$ cat config.mk
export PLATFORM = sky130hd
export DESIGN_NAME = stopwatch_ctrl
export DESIGN_NICKNAME = d
export VERILOG_FILES = /design/src/rtl/stopwatch_ctrl.sv
export SDC_FILE = /design/constraint.sdc
export NUM_CORES = 1
export LEC_CHECK = 0
export BUFFER_PORTS_ARGS = -buffer_cell sky130_fd_sc_hd__clkbuf_2
export CAP_MARGIN = 20
export CORE_UTILIZATION = 56
export DETAILED_ROUTE_END_ITERATION = 6
export PLACE_DENSITY = 0.89
export SKIP_CTS_REPAIR_TIMING = 1
export SLEW_MARGIN = 0
export SYNTH_ARGS = -nofsm -noshare
export SYNTH_HDL_FRONTEND = slang
export SYNTH_SLANG_ARGS = --single-unit
$ cat constraint.sdc
create_clock -name i_CLK -period 2.83 [get_ports i_CLK]
set_input_delay 0.4245 -clock i_CLK [delete_from_list [all_inputs] [get_ports i_CLK]]
set_output_delay 0.4245 -clock i_CLK [all_outputs]
set_load 0.05 [all_outputs]
$ cat src/rtl/stopwatch_ctrl.sv
// Stopwatch controller: IDLE/RUN/STOP/INC state machine, tick prescaler, wrapping
// elapsed counter with auto-repeat increment. Optional lap capture under STOPWATCH_LAP_EN.
module stopwatch_ctrl #(
  parameter int TICK_DIV   = 10,
  parameter int CNT_W      = 16,
  parameter int REPEAT_DLY = 500,
  parameter int REPEAT_PER = 100
) (
  input  logic             i_CLK,
  input  logic             i_RST_N,
  input  logic             i_START,
  input  logic             i_STOP,
  input  logic             i_INC,
  input  logic             i_CLEAR,
  input  logic             i_LAP,
  output logic [CNT_W-1:0] o_COUNT,
  output logic             o_ENABLE,
  output logic             o_RUNNING,
  output logic [1:0]       o_STATE,
  output logic             o_OVF,
  output logic [CNT_W-1:0] o_LAP,
  output logic             o_LAP_VALID
);

  localparam int PW      = $clog2(TICK_DIV);
  localparam int RPT_MAX = (REPEAT_DLY > REPEAT_PER) ? REPEAT_DLY : REPEAT_PER;
  localparam int RW      = $clog2(RPT_MAX + 1);

  typedef enum logic [1:0] {
    IDLE = 2'b00,
    RUN  = 2'b01,
    STOP = 2'b10,
    INC  = 2'b11
  } state_e;

  state_e           state_q, state_d;
  logic [CNT_W-1:0] count_q, count_d;
  logic [PW-1:0]    presc_q, presc_d;
  logic [RW-1:0]    rep_q, rep_d;
  logic             rep_first_q, rep_first_d;
  logic             ovf_q, ovf_d;
  logic             enable_q;
  logic             step;
  logic             clear_all;
  logic [RW-1:0]    rep_thr;

  // First repeat step waits the long delay; later ones use the period.
  assign rep_thr = rep_first_q ? RW'(REPEAT_DLY) : RW'(REPEAT_PER);

  // NOTE: every signal written here gets a default first so no latch is inferred.
  always_comb begin
    state_d     = state_q;
    count_d     = count_q;
    presc_d     = presc_q;
    rep_d       = rep_q;
    rep_first_d = rep_first_q;
    ovf_d       = ovf_q;
    step        = 1'b0;
    clear_all   = 1'b0;

    unique case (state_q)
      IDLE: begin
        if (i_START) begin
          state_d = RUN;
        end else if (i_INC) begin
          state_d     = INC;
          step        = 1'b1;
          rep_d       = '0;
          rep_first_d = 1'b1;
        end
      end
      RUN: begin
        // A tick coinciding with i_STOP still steps before leaving RUN.
        if (presc_q == PW'(TICK_DIV - 1)) begin
          presc_d = '0;
          step    = 1'b1;
        end else begin
          presc_d = presc_q + 1'b1;
        end
        if (i_STOP) state_d = STOP;
      end
      STOP: begin
        if (i_START) begin
          state_d = RUN;
        end else if (i_INC) begin
          state_d     = INC;
          step        = 1'b1;
          rep_d       = '0;
          rep_first_d = 1'b1;
        end else if (i_CLEAR) begin
          state_d   = IDLE;
          clear_all = 1'b1;
        end
      end
      INC: begin
        if (!i_INC) begin
          state_d = STOP;
        end else if ((rep_q + 1'b1) == rep_thr) begin
          step        = 1'b1;
          rep_d       = '0;
          rep_first_d = 1'b0;
        end else begin
          rep_d = rep_q + 1'b1;
        end
      end
      default: state_d = IDLE;
    endcase

    if (step) begin
      count_d = count_q + 1'b1;
      if (&count_q) ovf_d = 1'b1;
    end
    if (clear_all) begin
      count_d = '0;
      presc_d = '0;
      ovf_d   = 1'b0;
    end
  end

  // NOTE: sequential state uses non-blocking assignments only.
  always_ff @(posedge i_CLK) begin
    if (!i_RST_N) begin
      state_q     <= IDLE;
      count_q     <= '0;
      presc_q     <= '0;
      rep_q       <= '0;
      rep_first_q <= 1'b0;
      ovf_q       <= 1'b0;
      enable_q    <= 1'b0;
    end else begin
      state_q     <= state_d;
      count_q     <= count_d;
      presc_q     <= presc_d;
      rep_q       <= rep_d;
      rep_first_q <= rep_first_d;
      ovf_q       <= ovf_d;
      enable_q    <= step;
    end
  end

`ifdef STOPWATCH_LAP_EN
  logic [CNT_W-1:0] lap_q;
  logic             lap_valid_q;
  logic             lap_prev_q;

  // Edge history tracks i_LAP in every state; only RUN edges capture.
  always_ff @(posedge i_CLK) begin
    if (!i_RST_N) begin
      lap_q       <= '0;
      lap_valid_q <= 1'b0;
      lap_prev_q  <= 1'b0;
    end else begin
      lap_prev_q  <= i_LAP;
      lap_valid_q <= 1'b0;
      if (clear_all) begin
        lap_q <= '0;
      end else if (state_q == RUN && i_LAP && !lap_prev_q) begin
        lap_q       <= count_q;
        lap_valid_q <= 1'b1;
      end
    end
  end

  assign o_LAP       = lap_q;
  assign o_LAP_VALID = lap_valid_q;
`else
  logic unused_lap;
  assign unused_lap  = i_LAP;
  assign o_LAP       = '0;
  assign o_LAP_VALID = 1'b0;
`endif

  assign o_COUNT   = count_q;
  assign o_ENABLE  = enable_q;
  assign o_OVF     = ovf_q;
  assign o_STATE   = state_q;
  assign o_RUNNING = (state_q == RUN);

endmodule

# == Word level (Yosys, flattened, before mapping) ==
# Index checks and enable logic that the tools add are counted.
# Widths: inputs -> output; s select.
# op_classes
bitwise_logic,1
n_addsub,3
n_reduce_logical,8
eq_ne,13
mux,30
# op_table
op,n
$mux 9,5
$pmux 9 s2,1
$reduce_and 17->1,1
$add 16x1->16 const B,1
$mux 2,7
$mux 1,13
$ne 2x2->1 const B,5
$add 9x1->9 const B,1
$eq 9x9->1,1
$pmux 2 s4,1
$reduce_and 4->1,2
$reduce_and 5->1,1
$add 4x1->4 const B,1
$eq 2x2->1 const B,2
$eq 4x4->1 const B,1
$mux 4,1
$ne 4x4->1 const B,1
$reduce_or 2->1,2
$ne 3x3->1 const B,1
$pmux 1 s3,1
$eq 2x1->1 const B,1
$logic_not 2->1,1
$ne 2x1->1 const B,1
$pmux 1 s2,1
2 further kinds,2
# totals
output_inout_bits,38
ff_bits,34
elab_cells,62

# == Longest topological paths before layout ==
# depth
word_depth,6
mapped_depth,10
ltp_nobuf,8

# == Worst setup path before layout ==
# OpenSTA, ideal clock, no wires.
# synth_path
kind,register to register
start,"register state_q[0], in the netlist o_STATE[0]"
end,"register count_q[14], in the netlist o_COUNT[14]"
setup_slack_ns,0.189
required_ns,2.769
path_buffers,1
t_arrival_ns,2.579
setup_time_ns,0.061
path_stages_with_launch,10
cell_sequence,dfxtp_1 > buf_2 > nand2b_1 > inv_1 > nand2_1 > o31ai_4 > nand2_1 > o41ai_1 > a31oi_1 > nand2_1
# synth_between
word_cells_on_any_way,8
classes_between,eq/ne: 3; mux: 2; reduce/logical: 3
# synth_lines
element,line_no,source
start: declaration,36,"state_e state_q, state_d;"
start signal: assignment,131,state_q <= state_d;
$eq 2x1->1,-,
net o_RUNNING,18,"output logic o_RUNNING,"
$pmux 1 s3,61,unique case (state_q)
end signal: assignment,132,count_q <= count_d;
end: declaration,37,"logic [CNT_W-1:0] count_q, count_d;"
# The timed path passes the listed nets, and every way through them passes these cells.
# A chain may end at the register's enable or synchronous reset.

# == Worst setup path in the final report ==
# layout_path
start,register rep_q[0]
end,"register count_q[14], in the netlist o_COUNT[14]"
# layout_between
elab_chain_cells,5
# layout_rtl
element,line_no,source
start: declaration,39,"logic [RW-1:0] rep_q, rep_d;"
start signal: assignment,134,rep_q <= rep_d;
$add 9x1->9,98,end else if ((rep_q + 1'b1) == rep_thr) begin
$eq 9x9->1,98,
$mux 1,98,
$mux 1,96,if (!i_INC) begin
$pmux 1 s3,61,
# No other way between the ends.

==> impl_summary.log <==
[metrics] count of max-cap constraint violations: 0
[metrics] Site Rows: 23
[metrics] sequential cell area fraction in the yosys report: 29.03%
[metrics] highest achievable clock rate: 392.6 MHz
[metrics] placed standard-cell area: 2410 um^2
[metrics] number of synthesized flops with an enable pin: 0
[metrics] estimated wirelength of the detail-placed design: 3439 um
[metrics] total power density per cell area: 448.1 nW/um^2
[metrics] routed wirelength normalized by instance count: 13.07 um
[metrics] diodes inserted: 0
[metrics] FF/Latch Area: 680.7 um^2
[metrics] routability cong.: 0.8624
[metrics] share of final-layout standard cells stronger than drive strength 1: 16.77%
[metrics] shortest clock period the worst path allows after layout: 2.547 ns
[metrics] post-route cell area: 2505 um^2
[metrics] setup total negative slack: 0 ns
[metrics] leakage power figure: 1.057 nW
[metrics] highest-count cells in the layout ignoring fill and taps: sky130_fd_sc_hd__nand2_1, sky130_fd_sc_hd__dfxtp_1, sky130_fd_sc_hd__clkbuf_2, sky130_fd_sc_hd__nor2_1, sky130_fd_sc_hd__nand3_1
[metrics] antenna violations before repair: 0
[metrics] horizontal die dimension: 66.71 um
[metrics] share of async-settable or async-resettable flops after synthesis: 0%
[metrics] least setup slack across all paths after layout: 0.2832 ns
[metrics] Hold Fails Final Rpt: 0
[metrics] number of H-tree levels: 2
[metrics] Worst Setup Path Type: flip-flop to flip-flop
[metrics] initial core utilization: 58.62%
[metrics] first-pass GRT wire length: 7776 um
[metrics] run status: finished, final reports clean
[metrics] most common cell after layout, fill and taps aside: sky130_fd_sc_hd__nand2_1
[metrics] Cell variety after synth: 53
[metrics] worst setup path endpoint: o_COUNT[14]$_SDFFE_PP0P_
[metrics] Max FO, Critical Path: 11
[metrics] Worst-Skew Late Latency: 0.29 ns
[metrics] Detailed Route Iter0 Violations: 154
[metrics] drt pass-1 iters: 4
[metrics] number of vias per cell after detailed routing: 5.765
[metrics] critical path launch point: rep_q[0]$_SDFFE_PN0P_
[metrics] combined area of the multi-input logic cells: 1495 um^2
[metrics] total congestion overflow: 0
[metrics] most frequently used flop master after synthesis: sky130_fd_sc_hd__dfxtp_1
[metrics] DRC Markers: 0
[metrics] maximum number of pins on one net before global-route repair: 27
[metrics] number of warning messages in the yosys log: 0
[metrics] actual slew at the worst max-slew pin: 0.8936 ns
[metrics] fraction of the cycle the final worst path needs: 89.99%
[metrics] area overhead of the layout relative to synthesis: 6.830%
[metrics] average cell area after synthesis: 7.921 um^2
[metrics] vertical die dimension: 66.71 um
[metrics] HP Start: o_OVF$_SDFFE_PP0P_
[metrics] maximum vdd drop: 277.2 uV
[metrics] Synth Instances: 296
[metrics] Final nets: 324
[metrics] number of buffers inserted during clock tree synthesis: 5
[metrics] Critical Path Start Type: flip-flop
[metrics] Finished Core Util: 62.62%
[metrics] count of vias placed by the detailed router: 2110
[metrics] DRT Wirelength: 4782 um
[metrics] relative slew slack: 40.20%
[metrics] count of input and output buffers: 26
[metrics] clock sink total: 34
[metrics] area of the core: 4000 um^2
[metrics] endpoint required time on the critical path: 3.06 ns
[metrics] number of fill cells in the layout: 366
[metrics] Die ar.: 4450 um^2
[metrics] post-route antenna net violation count: 0
[metrics] final-report max-slew violation count: 0
[metrics] # IOs: 45
[metrics] gr usage total: 22.88%
[metrics] Worst Reg2Reg Path Length in Cells: 8
[metrics] R2R setup slack: 0.28 ns
[metrics] r2r startpoint: rep_q[0]$_SDFFE_PN0P_
[metrics] hold crit path type: flip-flop to flip-flop
[metrics] worst-case clock skew: 0.006499 ns
[metrics] worst setup slack before clock tree synthesis: 0.3362 ns
[metrics] Worst setup EP type: flip-flop
[metrics] R2R Path End: o_COUNT[14]$_SDFFE_PP0P_
[metrics] CTS max path bufs: 2
[metrics] Clock Pin Slew Worst Setup and Hold Paths: 0.07 ns
[metrics] vias in the first global route: 1738
[metrics] register bit total from synthesis: 34
[metrics] CP arrival: 2.78 ns
[metrics] number of failing setup endpoints in the final timing report: 0
[metrics] CTS tree: yes
[metrics] master cell of the clock root buffer: sky130_fd_sc_hd__clkbuf_8
[metrics] unrepaired setup endpoints after global routing: no
[metrics] post-synthesis cell area: 2345 um^2
==> worst max-delay path: stages, from the launching register on <==
cell	delay, ns
sky130_fd_sc_hd__dfxtp_1	0.38
sky130_fd_sc_hd__ha_1	0.25
sky130_fd_sc_hd__nand2_1	0.14
sky130_fd_sc_hd__xor2_1	0.17
sky130_fd_sc_hd__a31oi_1	0.30
sky130_fd_sc_hd__nand3b_1	0.22
sky130_fd_sc_hd__o41a_1	0.60
sky130_fd_sc_hd__mux2_4	0.35
sky130_fd_sc_hd__nand2_1	0.06
==> Yosys cell counts (2+ instances only) <==
| cell type | n | area [um^2] |
|---|---|---|
| sky130_fd_sc_hd__a211o_1 | 2 | 17.52 |
| sky130_fd_sc_hd__a211oi_1 | 3 | 22.52 |
| sky130_fd_sc_hd__a21boi_0 | 2 | 15.01 |
| sky130_fd_sc_hd__a21oi_1 | 10 | 50.05 |
| sky130_fd_sc_hd__a31oi_1 | 7 | 43.79 |
| sky130_fd_sc_hd__and2_1 | 3 | 18.77 |
| sky130_fd_sc_hd__and3_1 | 8 | 50.05 |
| sky130_fd_sc_hd__buf_2 | 3 | 15.01 |
| sky130_fd_sc_hd__buf_4 | 18 | 135.1 |
| sky130_fd_sc_hd__buf_6 | 2 | 22.52 |
| sky130_fd_sc_hd__clkbuf_1 | 8 | 30.03 |
| sky130_fd_sc_hd__dfxtp_1 | 34 | 680.7 |
| sky130_fd_sc_hd__ha_1 | 2 | 25.02 |
| sky130_fd_sc_hd__inv_1 | 9 | 33.78 |
| sky130_fd_sc_hd__mux2_2 | 2 | 22.52 |
| sky130_fd_sc_hd__mux2_4 | 6 | 90.09 |
| sky130_fd_sc_hd__mux2i_1 | 2 | 20.02 |
| sky130_fd_sc_hd__nand2_1 | 40 | 150.1 |
| sky130_fd_sc_hd__nand2b_1 | 4 | 25.02 |
| sky130_fd_sc_hd__nand3_1 | 24 | 120.1 |
| sky130_fd_sc_hd__nand3b_1 | 2 | 15.01 |
| sky130_fd_sc_hd__nand4_1 | 7 | 43.79 |
| sky130_fd_sc_hd__nor2_1 | 25 | 93.84 |
| sky130_fd_sc_hd__nor2b_1 | 2 | 12.51 |
| sky130_fd_sc_hd__nor3_1 | 9 | 45.04 |
| sky130_fd_sc_hd__nor3b_1 | 3 | 22.52 |
| sky130_fd_sc_hd__nor4_1 | 2 | 12.51 |
| sky130_fd_sc_hd__o211a_1 | 2 | 20.02 |
| sky130_fd_sc_hd__o211ai_1 | 5 | 37.54 |
| sky130_fd_sc_hd__o21ai_0 | 7 | 35.03 |
| sky130_fd_sc_hd__o31a_1 | 2 | 17.52 |
| sky130_fd_sc_hd__o41a_1 | 2 | 22.52 |
| sky130_fd_sc_hd__o41ai_1 | 7 | 61.31 |
| sky130_fd_sc_hd__or3_1 | 3 | 18.77 |
| sky130_fd_sc_hd__or4_1 | 2 | 15.01 |
| sky130_fd_sc_hd__xnor2_1 | 3 | 26.28 |
| sky130_fd_sc_hd__xor2_1 | 8 | 70.07 |
==> report_power, final <==
| part | internal [mW] | switching (mW) |
|---|---|---|
| combinational | 0.0494 | 0.167 |
| clock | 0.195 | 0.183 |
| sequential | 0.497 | 0.0299 |
==> state kept, by name (all words and copies together), names as in the netlist <==
name	count
rep_q	9
o_STATE	2
o_COUNT	16
o_OVF	1
rep_first_q	1
presc_q	4
o_ENABLE	1
==> per-stage QoR <==
stage                     power (mW)  cells  hold slack (ns)
final                          1.123    366           0.4696
after global routing           1.172    366           0.4917
after CTS                      1.130    366           0.4699
after detailed placement      0.7543    358           0.4525
after global placement        0.7514    358           0.4626
after floorplan               0.7329    312           0.4708
==> worst min path at each step <==
stage                              end  slack, ns  cells past startpoint
2_1_floorplan    rep_q[1]$_SDFFE_PN0P_       0.47                      2
3_3_place_gp        o_OVF$_SDFFE_PP0P_       0.46                      2
3_5_place_dp        o_OVF$_SDFFE_PP0P_       0.45                      2
4_1_cts             o_OVF$_SDFFE_PP0P_       0.47                      2
5_1_grt        o_STATE[0]$_SDFFE_PN0P_       0.49                      3
6_report            o_OVF$_SDFFE_PP0P_       0.47                      2
==> per-layer routing <==
metal  up-vias  global-route usage (%)  wire length, um
met5         -                       0                0
met4         0                   9.043               72
met3         7                   5.822              246
met2        62                   35.98             2211
met1       963                   29.53             2251
li1       1078                       -                -
==> area by class of cell <==
| class | count | share of cell area, % |
|---|---|---|
| clock inverter | 2 | 0.4995 |
| multi-input combinational | 238 | 59.69 |
| inverter | 9 | 1.349 |
| sequential | 34 | 27.17 |
| clock buffer | 6 | 3.297 |
| timing repair buffer | 27 | 5.495 |
| tap | 50 | 2.498 |
==> logic make-up after synthesis <==
family	synth area share, %
buf+inv	10.09
fa+ha+maj	1.067
compound gates	20.87
flops	29.03
mux	5.656
xor+xnor	4.109
other cells	0.1599
simple gates	29.03
Power figures use the tool's default switching activity.
